**src/rtl/rv_pkg.sv**
```systemverilog
// rv_pkg: constants and types shared by the fetch stage and the decoder.
package rv_pkg;
    localparam logic [31:0] DEF_RESET_PC  = 32'h0000_0000;
    localparam logic [31:0] DEF_NOP_INSTR = 32'h0000_0013;
    localparam logic [6:0] OP_LUI    = 7'b0110111;
    localparam logic [6:0] OP_AUIPC  = 7'b0010111;
    localparam logic [6:0] OP_JAL    = 7'b1101111;
    localparam logic [6:0] OP_JALR   = 7'b1100111;
    localparam logic [6:0] OP_BRANCH = 7'b1100011;
    localparam logic [6:0] OP_LOAD   = 7'b0000011;
    localparam logic [6:0] OP_STORE  = 7'b0100011;
    localparam logic [6:0] OP_IMM    = 7'b0010011;
    localparam logic [6:0] OP_REG    = 7'b0110011;
    typedef enum logic [1:0] {IDLE, WAIT, HOLD, DROP} fetch_state_t;
endpackage

```
**src/rtl/fetch_skid_buf.sv**
```systemverilog
// fetch_skid_buf: one-entry {instr, pc} buffer catching a response while decode stalls.
module fetch_skid_buf (
    input  logic        clk,
    input  logic        rst_n,
    input  logic        load,
    input  logic        pop,
    input  logic        flush,
    input  logic [31:0] load_instr,
    input  logic [31:0] load_pc,
    output logic        empty,
    output logic [31:0] skid_instr,
    output logic [31:0] skid_pc
);
    logic        full_q, full_d;
    logic [31:0] instr_q, instr_d, pc_q, pc_d;

    always_comb begin
        full_d  = flush ? 1'b0 : load ? 1'b1 : pop ? 1'b0 : full_q;
        instr_d = load ? load_instr : instr_q;
        pc_d    = load ? load_pc : pc_q;
    end

    always_ff @(posedge clk or negedge rst_n) begin
        if (!rst_n) begin
            full_q  <= 1'b0;
            instr_q <= '0;
            pc_q    <= '0;
        end else begin
            full_q  <= full_d;
            instr_q <= instr_d;
            pc_q    <= pc_d;
        end
    end

    assign empty      = ~full_q;
    assign skid_instr = instr_q;
    assign skid_pc    = pc_q;
endmodule

```
**src/rtl/instr_fetch.sv**
```systemverilog
// instr_fetch: PC, single-outstanding imem request FSM and registered output slot to decode.
module instr_fetch
    import rv_pkg::*;
#(
    parameter logic [31:0] RESET_PC  = DEF_RESET_PC,
    parameter logic [31:0] NOP_INSTR = DEF_NOP_INSTR
) (
    input  logic        clk,
    input  logic        rst_n,
    input  logic        redirect,
    input  logic [31:0] redirect_pc,
    output logic        imem_req,
    output logic [31:0] imem_addr,
    input  logic        imem_rvalid,
    input  logic [31:0] imem_rdata,
    output logic        instr_valid,
    output logic [31:0] instr,
    output logic [31:0] instr_pc,
    input  logic        instr_ready
);
    fetch_state_t state_q, state_d;
    logic [31:0]  pc_q, pc_d, addr_q, addr_d, instr_q, instr_d, ipc_q, ipc_d;
    logic         req_q, req_d, valid_q, valid_d;
    logic         flush, slot_free, skid_load, skid_pop, skid_empty;
    logic [31:0]  rpc, pc_inc, skid_instr, skid_pc;

    assign rpc       = redirect_pc & ~32'h3;
    assign pc_inc    = pc_q + 32'd4;
    assign flush     = redirect && state_q != IDLE;
    assign slot_free = ~valid_q | instr_ready;

    fetch_skid_buf u_skid (
        .clk        (clk),
        .rst_n      (rst_n),
        .load       (skid_load),
        .pop        (skid_pop),
        .flush      (flush),
        .load_instr (imem_rdata),
        .load_pc    (pc_q),
        .empty      (skid_empty),
        .skid_instr (skid_instr),
        .skid_pc    (skid_pc)
    );

    always_comb begin
        state_d   = state_q;
        pc_d      = pc_q;
        req_d     = req_q;
        addr_d    = addr_q;
        valid_d   = valid_q & ~instr_ready;
        instr_d   = (valid_q & instr_ready) ? NOP_INSTR : instr_q;
        ipc_d     = ipc_q;
        skid_load = 1'b0;
        skid_pop  = 1'b0;
        case (state_q)
            IDLE: begin
                state_d = WAIT;
                req_d   = 1'b1;
                pc_d    = redirect ? rpc : pc_q;
                addr_d  = pc_d;
            end
            WAIT: begin
                if (redirect) begin
                    // a response arriving with the redirect is wrong-path and simply dropped
                    state_d = imem_rvalid ? WAIT : DROP;
                    pc_d    = rpc;
                    addr_d  = imem_rvalid ? rpc : addr_q;
                end else if (imem_rvalid) begin
                    pc_d = pc_inc;
                    if (slot_free) begin
                        valid_d = 1'b1;
                        instr_d = imem_rdata;
                        ipc_d   = pc_q;
                        addr_d  = pc_inc;
                    end else begin
                        skid_load = 1'b1;
                        state_d   = HOLD;
                        req_d     = 1'b0;
                    end
                end
            end
            HOLD: begin
                if (redirect) begin
                    state_d = WAIT;
                    pc_d    = rpc;
                    req_d   = 1'b1;
                    addr_d  = rpc;
                end else if (instr_ready && !skid_empty) begin
                    skid_pop = 1'b1;
                    valid_d  = 1'b1;
                    instr_d  = skid_instr;
                    ipc_d    = skid_pc;
                    state_d  = WAIT;
                    req_d    = 1'b1;
                    addr_d   = pc_q;
                end
            end
            DROP: begin
                pc_d = redirect ? rpc : pc_q;
                if (imem_rvalid) begin
                    state_d = WAIT;
                    addr_d  = pc_d;
                end
            end
            default: state_d = IDLE;
        endcase
        if (flush) begin
            valid_d = 1'b0;
            instr_d = NOP_INSTR;
        end
    end

    always_ff @(posedge clk or negedge rst_n) begin
        if (!rst_n) begin
            state_q <= IDLE;
            pc_q    <= RESET_PC;
            req_q   <= 1'b0;
            addr_q  <= RESET_PC;
            valid_q <= 1'b0;
            instr_q <= NOP_INSTR;
            ipc_q   <= RESET_PC;
        end else begin
            state_q <= state_d;
            pc_q    <= pc_d;
            req_q   <= req_d;
            addr_q  <= addr_d;
            valid_q <= valid_d;
            instr_q <= instr_d;
            ipc_q   <= ipc_d;
        end
    end

    assign imem_req    = req_q;
    assign imem_addr   = addr_q;
    assign instr_valid = valid_q;
    assign instr       = instr_q;
    assign instr_pc    = ipc_q;
endmodule

```
**config.mk**
```make
export PLATFORM = sky130hd
export DESIGN_NAME = instr_fetch
export DESIGN_NICKNAME = d
export VERILOG_FILES = /design/src/rtl/rv_pkg.sv /design/src/rtl/fetch_skid_buf.sv /design/src/rtl/instr_fetch.sv
export SDC_FILE = /design/constraint.sdc
export NUM_CORES = 1
export LEC_CHECK = 0
export ABC_AREA = 1
export BUFFER_PORTS_ARGS = -buffer_cell sky130_fd_sc_hd__clkbuf_2
export CAP_MARGIN = 10
export CORE_ASPECT_RATIO = 0.7
export CORE_UTILIZATION = 51
export DETAILED_ROUTE_END_ITERATION = 7
export PLACE_DENSITY = 0.79
export SYNTH_ARGS = -nofsm -noshare
export SYNTH_HDL_FRONTEND = slang
export SYNTH_SLANG_ARGS = --single-unit
```
**constraint.sdc**
```tcl
create_clock -name clk -period 1.8 [get_ports clk]
set_input_delay 0.36 -clock clk [delete_from_list [all_inputs] [get_ports clk]]
set_output_delay 0.36 -clock clk [all_outputs]
set_load 0.005 [all_outputs]
```
==> reports/metrics.csv <==
metric,value,unit
ys_ff_latch,197,
synthFlopType,dfrtp_1,
synth.largest_area_cell,dfrtp_1,
crit_path_start_kind,flip-flop,
irDropWorstVdd,869,uV
tritoncts,done,
cts.sinks,197,
synthesis.area,0.00970,sq mm
maxCapViolCount,0,
slew_violations,0,
avgSynthCellArea,7.54,sq um
finish.utilization,66.9,%
die_area,0.0196,sq mm
synthArstFlopShare,100,%
leakage,0.00612,uW
antennaDiodeCount,0,
die_h,117,um
skew,9.95,ps
drtPass1Iterations,5,
clock.fmax,0.574,GHz
crit_path_max_fanout,6,
clockBufferDepth,2,
vias,9638,
grt-ovfl-total,0,
gp_routability_congestion,0.963,
ant_nets,0,
layout-drive-gt1-share,22.9,%
path_class,reg2reg,
synth-edff-count,0,
synth.distinct_cells,31,
vias_per_cell,5.53,
synth_common_cells,"488 x nand2_1, 194 x dfrtp_1, 98 x nor2_1",
critPathArrivalTime,2100,ps
synthCells,1286,
hold_viol_final,0,
drt-total-wl,29.5,mm
dpl.hpwl,20.3,mm
grt_pass1_wl,45.6,mm
hp-class,in2reg,
crit_required,2160,ps
yosys_warnings,0,
cts-root-buf,clkbuf_16,
period_needed,1740,ps
coreArea,0.0183,sq mm
die_width,167,um
syn_nets,1360,
yosys-top-cells-area,"dfrtp_1 50%, nand2_1 19%, o21ai_0 4.6%",
grt_pass1_vias,8689,
drc,0,
rows,41,
wire_per_inst,16.9,um
area_delta_synth_final,26.3,%
setup_viol,0,
drt-initial-drc-count,1165,
end_kind,flip-flop,
outcome,finished clean,
ios,167,
antenna_found_initial,0,
grt_max_degree,68,
holdWs,143,ps
cts_made_buffers,17,
slew_headroom,68.0,%
tightest_slew,475,ps
port_buffers,164,
p_per_area,1620,mW/mm^2
yosys.area.top_type_share,50.0,%
clock_latency,440,ps
nNetsFinal,1569,
ys_seq_area_share,50.9,%
path_clk_slew,80,ps
htreeDepth,4,
rrSetupSlack,60,ps
fin_crit_sh,96.8,%
grt_usage,29.8,%
start_util,53.0,%
post-synth-top-count-cell,nand2_1,
metrics by stage:
stage | setup slack [ps] | TNS, ps | area [sq um] | instances | power [uW]
floorplan | 7.11 | 0 | 9700 | 1286 | 11400
global placement | 24.6 | 0 | 11300 | 1697 | 14800
detailed placement | -49.8 | -138 | 11300 | 1697 | 15000
CTS | 0.406 | 0 | 11900 | 1730 | 18800
global route | -16.6 | -113 | 12300 | 1744 | 21100
finish | 58.3 | 0 | 12300 | 1744 | 19900
path summary, 6_finish.rpt:
path / from / endpoint / depth (start not counted)
max: pc_q[2] / pc_q[20] / 10
min: imem_rdata[30] / u_skid.skid_instr[30] / 3
max reg2reg: pc_q[2] / pc_q[20] / 10
min reg2reg: imem_req / imem_req / 2
max in group asynchronous: rst_n / u_skid.skid_instr[26] / 3
min in group asynchronous: rst_n / u_skid.skid_instr[13] / 2
placed cells by master (no fill, tap or decap), types with 3 or more instances in the layout:
cell        count
nor2_2          8
dfstp_2         3
clkbuf_16      23
nor2_4          6
inv_8           5
clkbuf_2      163
nand3_1        80
inv_1          93
a21oi_1        38
o21ai_0        88
nand2_2         5
a31oi_1        39
dfrtp_2         7
nand3_2         6
buf_4          70
o21ai_1        34
nand2_1       483
o31ai_1        12
buf_6           4
clkinvlp_4      5
inv_2           9
nor2_1         89
buf_12         16
dfrtp_1       187
xor2_1          3
layer usage:
layer	wire length, um	vias up	GRT usage [%]
li1	-	4535	-
met1	13700	4524	48.0
met2	12000	535	39.6
met3	3280	44	6.38
met4	555	0	7.75
met5	0	-	0
final cells by class:
type,count,area (sq um)
Inverter,104,395
Timing Repair Buffer,261,1880
Tap cell,236,295
Sequential cell,197,4940
Clock inverter,14,144
Multi-Input combinational cell,914,4170
Fill cell,1522,6060
Clock buffer,18,429
where the power goes:
group          total [uW]  switching (uW)  internal [uW]
sequential           7270            1300           5970
combinational        8880            5210           3670
clock                3750            1900           1850
worst max-delay path: stages, from the launching register on:
cell     delay [ps]
dfrtp_1         410
ha_2            220
nand2_2          70
nor2_2          140
nand2_2         110
nor2_4          190
buf_6           130
nand2_1          40
nand2_1          80
nand3_2          80
a31oi_1         180
state kept, by name, indices dropped and copies added, names as in the netlist:
name               flops
imem_addr             32
imem_req               1
instr                 32
instr_pc              32
instr_valid            1
pc_q                  32
state_q                2
u_skid.full_q          1
u_skid.skid_instr     32
u_skid.skid_pc        32
repair_timing:
item,4_1_cts,5_1_grt
setup buffers,0,8
hold buffers,1,0
pin swaps,0,10
gates cloned,0,6
hold endpoints to repair,40,0
setup endpoints to repair,37,143
resized for setup,4,43
cells by family (layout without fill, tap and decap cells):
kind of cell / Yosys count / in the layout / share of synthesized area, %
AOI/OAI and AO/OA: 220 / 220 / 12.4
xor gates and xnor gates: 4 / 4 / 0.361
adders and majority gates: 5 / 5 / 0.645
buffers and inverters: 175 / 397 / 7.38
DFF: 197 / 197 / 50.9
and+or+nand+nor: 685 / 685 / 28.3
No activity file was read; power rests on OpenSTA's default activity.
